==> src/rtl/pc_fetch16.sv <==
// Program counter and instruction-fetch request stage for the Hack CPU.
// It holds the fetch address steady through memory stalls and queues one late jump target.
module pc_fetch16 #(
    parameter int unsigned      WIDTH      = 16,
    parameter logic [WIDTH-1:0] RESET_ADDR = '0
) (
    input  logic             clk,
    input  logic             rst_n,
    input  logic [WIDTH-1:0] in,
    input  logic             load,
    input  logic             inc,
    input  logic             clear,
    input  logic             ready,
    output logic [WIDTH-1:0] out,
    output logic             valid,
    output logic             pending
);

    // state | meaning
    // IDLE  | first cycle after reset, no fetch request, inputs ignored
    // RUN   | fetch request live on out, no jump queued
    // HOLD  | fetch request live, jump target captured during a stall
    typedef enum logic [1:0] {
        IDLE = 2'd0,
        RUN  = 2'd1,
        HOLD = 2'd2
    } state_t;

    state_t           state, state_nxt;
    logic [WIDTH-1:0] pc, pc_nxt;
    logic [WIDTH-1:0] tgt, tgt_nxt;
    logic             xfer;

    always_ff @(posedge clk or negedge rst_n) begin
        if (!rst_n) begin
            state <= IDLE;
            pc    <= RESET_ADDR;
            tgt   <= '0;
        end else begin
            state <= state_nxt;
            pc    <= pc_nxt;
            tgt   <= tgt_nxt;
        end
    end

    assign xfer = (state != IDLE) && ready;

    always_comb begin
        state_nxt = state;
        pc_nxt    = pc;
        tgt_nxt   = tgt;
        unique case (state)
            IDLE: state_nxt = RUN;
            RUN, HOLD: begin
                if (clear) begin
                    // Only path allowed to move the address during a stall.
                    pc_nxt    = RESET_ADDR;
                    tgt_nxt   = '0;
                    state_nxt = RUN;
                end else if (xfer) begin
                    if (load) begin
                        pc_nxt    = in;
                        state_nxt = RUN;
                    end else if (state == HOLD) begin
                        pc_nxt    = tgt;
                        state_nxt = RUN;
                    end else if (inc) begin
                        pc_nxt = pc + WIDTH'(1);
                    end
                end else if (load) begin
                    tgt_nxt   = in;
                    state_nxt = HOLD;
                end
            end
            default: state_nxt = IDLE;
        endcase
    end

    assign out     = pc;
    assign valid   = (state == RUN) || (state == HOLD);
    assign pending = (state == HOLD);

endmodule

==> config.mk <==
export PLATFORM = sky130hd
export DESIGN_NAME = pc_fetch16
export DESIGN_NICKNAME = d
export VERILOG_FILES = /design/src/rtl/pc_fetch16.sv
export SDC_FILE = /design/constraint.sdc
export NUM_CORES = 1
export LEC_CHECK = 0
export ABC_AREA = 1
export CORE_ASPECT_RATIO = 1.4
export CORE_MARGIN = 4
export CORE_UTILIZATION = 30
export DETAILED_ROUTE_END_ITERATION = 8
export HOLD_SLACK_MARGIN = 0.08
export PLACE_DENSITY = 0.5
export SLEW_MARGIN = 20
export SYNTH_ARGS = -nofsm -noshare
export SYNTH_HDL_FRONTEND = slang
export SYNTH_SLANG_ARGS = --single-unit
==> constraint.sdc <==
create_clock -name clk -period 1.8 [get_ports clk]
set_clock_uncertainty 0.05 [all_clocks]
set_input_delay 0.27 -clock clk [delete_from_list [all_inputs] [get_ports clk]]
set_output_delay 0.27 -clock clk [all_outputs]
set_load 0.05 [all_outputs]
## Word-level counts from Yosys, hierarchy flattened

Index checks and enable logic that the tools add are counted.

- Bits in registers: 34
- Output and inout bits: 18
- Word-level logic and storage cells: 34

- $add $sub $neg: 1
- Eq/ne operators: 5
- Multiplexer cells: 14
- Reductions and logical operators: 11

Operators with widths:

| kind | count |
|---|---|
| $mux 16 | 8 |
| $add 16x1->16 const B | 1 |
| $mux 2 | 5 |
| $ne 4x4->1 const B | 2 |
| $reduce_and 3->1 | 2 |
| $reduce_bool 2->1 | 3 |
| $pmux 2 s2 | 1 |
| $reduce_bool 4->1 | 1 |
| $eq 2x1->1 const B | 1 |
| $eq 2x2->1 const B | 1 |
| $logic_not 2->1 | 1 |
| $ne 2x2->1 const B | 1 |
| $reduce_and 2->1 | 1 |
| $reduce_or 2->1 | 1 |
| $logic_and 1x1->1 | 1 |
| $logic_or 1x1->1 | 1 |

## Longest topological paths before layout

Gate-level depths: netlist of run 1.

- Depth after elaboration: 6
- Gate-level depth with buffers: 12
- Gate-level depth less buffers: 11

## Worst setup path after synthesis of run 1

No wires, ideal clock.

- Path kind: register to register
- Start point: register state[0]
- End point: register pc[8] (netlist: out[8])
- Library setup time: 0.066 ns
- Arrival time: 1.817 ns
- Path slack: -0.134 ns
- Cell stages (with the launch flop): 13
- Path buffers: 2
- Cell sequence: dfrtp_1 > inv_1 > ha_1 > buf_6 > inv_4 > nand3_2 > nor2_2 > nor2_4 > nand2_4 > buf_6 > nor2_2 > nand2_1 > nand2_1

- Cells in the longest elaborated chain, start to end: 5

RTL lines:

| what | RTL line | RTL |
|---|---|---|
| start, declared | 29 | `state_t state, state_nxt;` |
| start signal, assigned | 40 | `state <= state_nxt;` |
| $eq 2x2->1 * | -- |  |
| net pending | 16 | `output logic pending` |
| $mux 16 | 64 | `end else if (state == HOLD) begin` |
| $mux 16 | 61 | `if (load) begin` |
| $mux 16 | 60 | `end else if (xfer) begin` |
| $mux 16 | 55 | `if (clear) begin` |
| end signal, assigned | 41 | `pc <= pc_nxt;` |
| end, declared | 30 | `logic [WIDTH-1:0] pc, pc_nxt;` |

Mark *: on every way through the listed nets, which the timed path passes. The rest lies on a longest branch. The select of a mux whose other input is x is not followed.
A chain may end at the register's enable or synchronous reset.

## Final worst setup path of run 1

- Start point: register state[0]
- End point: output port valid

- Cells in the longest elaborated chain, start to end: 2

RTL lines:

| what | RTL line | RTL |
|---|---|---|
| $eq 2x1->1 / $eq 2x2->1 (equally long branches) | 80 | `assign valid = (state == RUN) \|\| (state == HOLD);` |
| $logic_or 1x1->1 * | 80 |  |
| end, declared | 15 | `output logic valid,` |

Mark *: on every way between the ends. The rest lies on a longest branch, timed or not.

==> results.sh, run 1 <==
export IMPL_status="finished, final reports clean"
export IMPL_syn_cell_area_mm2=0.00220
export IMPL_first_pass_iters=4
export IMPL_clockBufferDepth=2
export IMPL_port_buffers=39
export IMPL_final_hold_viol_count=0
export IMPL_timing_critical_path_from_type="register"
export IMPL_fmax_mhz=583
export IMPL_end_kind="output port"
export IMPL_syn2layout_area_growth_pct=28.8
export IMPL_synth_seq_area_share_pct=38.6
export IMPL_hpwl_um=4450
export IMPL_fillers=772
export IMPL_route_detailed_drc=0
export IMPL_timing_rr_start="state[0]"
export IMPL_synth_edff_count=0
export IMPL_cp_max_fo=4
export IMPL_synth_distinct_cells=29
export IMPL_core_mm2=0.00707
export IMPL_clk_transition_reported_paths_ps=70
export IMPL_maxCapViolCount=0
export IMPL_pre_cts_ws_ps=59.6
export IMPL_drive_gt1_share_pct=18.5
export IMPL_yosysWarnings=0
export IMPL_final_core_util_pct=40.1
export IMPL_path_class="register to output port"
export IMPL_antenna_found_initial=0
export IMPL_drtAntennaViolNets=0
export IMPL_grtUsageTotal_pct=15.0
export IMPL_power_density_mw_per_mm2=1580
export IMPL_reg2reg_slack_ps=100
export IMPL_grt_max_degree=35
export IMPL_reg2reg_depth=12
export IMPL_vias=2057
export IMPL_syn_instance_count=307
export IMPL_hold_path_class="input port to asynchronous set/reset pin"
export IMPL_fp_dieH_um=109
export IMPL_cts_tree="built"
export IMPL_gr_total_overflow=0
export IMPL_swShare_pct=49.3
export IMPL_dominantRegCellSynth="dfrtp_1"
export IMPL_comb_power_share_pct=55.6
export IMPL_syn_area_per_cell_um2=7.18
export IMPL_fin_ws_ps=84.1
export IMPL_avgRoutedWirePerCell_um=13.9
export IMPL_layout_cells_non_filler=446
export IMPL_crit_required_ps=1480
export IMPL_p_switching_mw=2.21
export IMPL_cts_buffers=5
export IMPL_yosys_register_bits=34
export IMPL_p_clk_share_pct=12.7
export IMPL_die_area_mm2=0.00880
export IMPL_gp_congestion=0.801
export IMPL_seq_area_um2=851
export IMPL_p_leak_nw=1.31
export IMPL_arrival_ps=1400
export IMPL_rows=36
export IMPL_post_route_period_util_pct=95.3
export IMPL_multi_input_area_mm2=0.00116
export IMPL_syn_nets=334
export IMPL_vdd_drop_max_uv=1260
export IMPL_timing_rr_end="out[4]"
export IMPL_cts_sinks=34
export IMPL_slew_headroom_pct=70.0
export IMPL_tightest_slew_ps=450
export IMPL_cts_max_level=2
export IMPL_report_final_slew_viol_count=0
export IMPL_period_minus_slack_ps=1720
export IMPL_grt_pass1_wl_um=10200
export IMPL_grt_pass1_vias=2059
export IMPL_p_int_mw=2.27
export IMPL_routed_wl_um=6180
export IMPL_root_buffer="clkbuf_8"
export IMPL_setup_violations=0
export IMPL_ios=40
export IMPL_start_util_pct=31.2
export IMPL_drt_iter0_markers=108
export IMPL_seqPwrFrac_pct=31.7
export IMPL_clock_latency_ps=290
export IMPL_insertedDiodeCount=0
export IMPL_crit_start="state[0]"
export IMPL_viasPerCell=4.61
export IMPL_nets=379
export IMPL_async_flop_share_pct=100
export IMPL_die_w_um=80.4
export IMPL_placed_cells=436
export IMPL_crit_end="valid"
critical path, stage by stage, from the launching register on:
cell and delay [ps]:
dfrtp_1 420, inv_1 100, ha_2 300, buf_4 150
buf_12 140
layout by cell type, fill, tap and decap left out, types with 4 or more instances in the layout:
master           instances
clkdlybuf4s50_1         21
nand2_1                 78
nand4_1                  5
buf_4                   25
nor2_2                  12
dfrtp_1                 34
inv_1                   29
a21oi_1                 17
o21ai_0                 28
o21bai_1                 4
nor2_1                  26
nand3_1                 28
buf_12                   4
clkbuf_8                 6
power groups by stage:
stage                     Clock (mW)  Sequential (mW)  Combinational, mW
final                          0.571             1.42               2.49
after floorplan                    0             1.89               1.11
after global routing           0.623             1.48               2.76
after CTS                      0.602             1.43               2.39
after global placement             0             1.44               2.36
after detailed placement           0             1.44               2.38
registers in the layout, indices dropped and copies added, names as in the netlist:
name,flops
out,16
state,2
tgt,16
logic make-up (layout without fill, tap and decap cells):
group	after synthesis	after routing	share of synthesized area, %
flip-flops	34	34	38.6
XOR/XNOR	4	4	1.59
AO/OA/AOI/OAI	59	59	14.5
adder cells (fa/ha/maj)	5	5	2.84
buffers and inverters	48	91	9.82
AND/OR/NAND/NOR	157	158	32.6
stage by stage:
step	TNS (ps)	area (µm²)	hold slack (ps)	power [mW]
after global routing	-75.7	2840	386	4.86
after detailed placement	0	2700	473	3.81
after global placement	0	2700	473	3.80
after CTS	0	2780	354	4.42
final	0	2840	347	4.49
after floorplan	0	2210	-75.6	3.00
area by class of cell:
class / instances / share of cell area [%]
clock buffer: 6 / 2.91
inverter: 34 / 4.67
multi-input combinational: 226 / 41.0
sequential: 34 / 30.0
tap: 95 / 4.19
timing repair buffer: 51 / 17.2
routing by layer:
metal | vias up | routed length (µm) | global-route usage, %
met2 | 32 | 2940 | 23.3
met3 | 7 | 218 | 2.87
met5 | - | 0 | 0
met4 | 0 | 104 | 6.04
li1 | 1079 | - | -
met1 | 939 | 2920 | 20.3
Yosys cell counts, types with 3 or more instances:
| cell type | count | share of area (%) |
|---|---|---|
| nand3_1 | 28 | 6.4 |
| inv_2 | 4 | 0.68 |
| xnor2_1 | 3 | 1.2 |
| buf_2 | 5 | 1.1 |
| nand4_1 | 5 | 1.4 |
| inv_1 | 29 | 4.9 |
| nor2_4 | 3 | 1.5 |
| a21oi_1 | 18 | 4.1 |
| buf_4 | 3 | 1.0 |
| nor2_1 | 26 | 4.4 |
| clkbuf_1 | 3 | 0.51 |
| nor2_2 | 12 | 3.4 |
| ha_1 | 5 | 2.8 |
| o21bai_1 | 4 | 1.4 |
| nand3_2 | 3 | 1.4 |
| o21ai_0 | 28 | 6.4 |
| nand2_1 | 78 | 13 |
| dfrtp_1 | 34 | 39 |
repair_timing:
action,in CTS,in global routing
buffers inserted,0,3
pin swaps,0,2
endpoints found under the setup margin,1,9
hold buffers,0,0
gates resized for setup,1,3
gates cloned,0,1
how the worst min path moves through the flow:
stage	slack (ps)	cells after the start	to	start
5_1_grt	390	2	tgt[1]	rst_n
6_report	350	2	tgt[2]	rst_n
3_3_place_gp	470	2	tgt[0]	tgt[0]
4_1_cts	350	2	tgt[1]	rst_n
2_1_floorplan	-80	0	out[0]	rst_n
3_5_place_dp	470	2	tgt[0]	tgt[0]
No activity file was read; power rests on OpenSTA's default activity.
==> run 2, diff against run 1 <==
--- a/config.mk
+++ b/config.mk
@@ -6,10 +6,12 @@
 export NUM_CORES = 1
 export LEC_CHECK = 0
 export ABC_AREA = 1
+export CAP_MARGIN = 20
 export CORE_ASPECT_RATIO = 1.4
 export CORE_MARGIN = 4
 export CORE_UTILIZATION = 30
 export DETAILED_ROUTE_END_ITERATION = 8
+export GPL_TIMING_DRIVEN = 0
 export HOLD_SLACK_MARGIN = 0.08
 export PLACE_DENSITY = 0.5
 export SLEW_MARGIN = 20
==> results.sh, run 2 (synthesized netlist as in run 1, its figures left out) <==
export IMPL_final_core_util_pct=42.1
export IMPL_reg2reg_slack_ps=90
export IMPL_reg2reg_depth=11
export IMPL_final_common_cell="nand2_1"
export IMPL_p_leak_nw=1.41
export IMPL_multi_input_area_mm2=0.00116
export IMPL_route_detailed_drc=0
export IMPL_rows=36
export IMPL_cts_sinks=34
export IMPL_post_route_period_util_pct=94.9
export IMPL_drive_gt1_share_pct=18.0
export IMPL_core_mm2=0.00707
export IMPL_vias=2113
export IMPL_root_buffer="clkbuf_8"
export IMPL_fillers=788
export IMPL_gr_total_overflow=0
export IMPL_status="finished, final reports clean"
export IMPL_vdd_drop_max_uv=716
export IMPL_timing_rr_start="state[1]"
export IMPL_fp_dieH_um=109
export IMPL_whs_path_depth=3
export IMPL_antenna_found_initial=0
export IMPL_start_util_pct=31.2
export IMPL_drt_iter0_markers=108
export IMPL_placed_cells=441
export IMPL_clock_latency_ps=290
export IMPL_die_area_mm2=0.00880
export IMPL_die_w_um=80.4
export IMPL_port_buffers=38
export IMPL_end_kind="output port"
export IMPL_grt_pass1_vias=2027
export IMPL_nets=393
export IMPL_period_minus_slack_ps=1710
export IMPL_tightest_slew_ps=497
export IMPL_final_hold_viol_count=0
export IMPL_hold_path_class="input port to register"
export IMPL_report_final_slew_viol_count=0
export IMPL_grtUsageTotal_pct=14.8
export IMPL_clockBufferDepth=2
export IMPL_power_density_mw_per_mm2=1520
export IMPL_gp_congestion=0.804
export IMPL_power_total_mw=4.52
export IMPL_grt_max_degree=20
export IMPL_maxCapViolCount=0
export IMPL_timing_rr_end="out[9]"
export IMPL_arrival_ps=1390
export IMPL_drtAntennaViolNets=0
export IMPL_cp_max_fo=5
export IMPL_cts_max_level=2
export IMPL_grt_pass1_wl_um=10100
export IMPL_insertedDiodeCount=0
export IMPL_path_class="register to output port"
export IMPL_finalSetupTns_ps=0
export IMPL_cts_tree="built"
export IMPL_seq_area_um2=852
export IMPL_min_to="tgt[0]"
export IMPL_hpwl_um=4740
export IMPL_layout_common_cells="77 x nand2_1, 33 x dfrtp_1, 28 x nand3_1, 28 x o21ai_0, 27 x inv_1"
export IMPL_layout_cells_non_filler=462
export IMPL_first_pass_iters=4
export IMPL_viasPerCell=4.57
export IMPL_timing_critical_path_from_type="register"
export IMPL_slew_headroom_pct=67.0
export IMPL_clk_transition_reported_paths_ps=70
export IMPL_avgRoutedWirePerCell_um=13.8
export IMPL_cts_buffers=5
export IMPL_min_delay_start="load"
export IMPL_crit_start="state[1]"
export IMPL_crit_required_ps=1480
export IMPL_syn2layout_area_growth_pct=35.0
export IMPL_routed_wl_um=6360
export IMPL_ios=40
export IMPL_setup_violations=0
export IMPL_fmax_mhz=585
==> run 2: worst max-delay path: stages, from the launching register on <==
cell and delay [ps]:
dfrtp_2 420, inv_2 50, ha_2 360, buf_2 270
==> run 2: final cells by class <==
class	count	area share, %
buffer	14	3.83
inverter	34	4.38
sequential	34	28.6
tap	95	4.00
timing repair buffer	52	17.2
clock buffer	7	2.90
clock inverter	1	0.168
multi-input combinational	225	38.9
==> run 2: repair_timing <==
action	CTS	global route
hold buffers	1	0
pin swaps	0	4
resized for setup	26	18
setup endpoints to repair	28	23
hold endpoints to repair	15	0
setup buffers	0	9
cloned	0	3
==> run 2: per-stage QoR <==
| stage | area (µm²) | setup slack (ps) | hold WS, ps |
|---|---|---|---|
| 4_1_cts | 2810 | 10.3 | 306 |
| 6_report | 2970 | 91.3 | 309 |
| 5_1_grt | 2970 | -15.2 | 322 |
| 3_3_place_gp | 2710 | -485 | 463 |
| 3_5_place_dp | 2730 | -153 | 184 |
| 2_1_floorplan | 2210 | 19.2 | -75.6 |
==> run 2: worst max-delay path by stage <==
stage,to
3_5_place_dp,valid
3_3_place_gp,out[10]
6_report,valid
5_1_grt,out[6]
4_1_cts,out[5]
2_1_floorplan,out[8]
==> run 2: routing by layer <==
| metal | GRT usage, % | vias to the layer above | share of wire, % |
|---|---|---|---|
| li1 | - | 1112 | - |
| met1 | 19.1 | 946 | 44 |
| met2 | 25.4 | 48 | 51 |
| met3 | 1.89 | 7 | 3.3 |
| met4 | 5.07 | 0 | 1.5 |
| met5 | 0 | - | 0 |
==> run 2: power breakdown <==
part | switching (mW) | total, mW | internal (mW)
Clock | 0.290 | 0.599 | 0.309
Combinational | 1.61 | 2.50 | 0.897
Sequential | 0.343 | 1.42 | 1.07
Total | 2.24 | 4.52 | 2.28
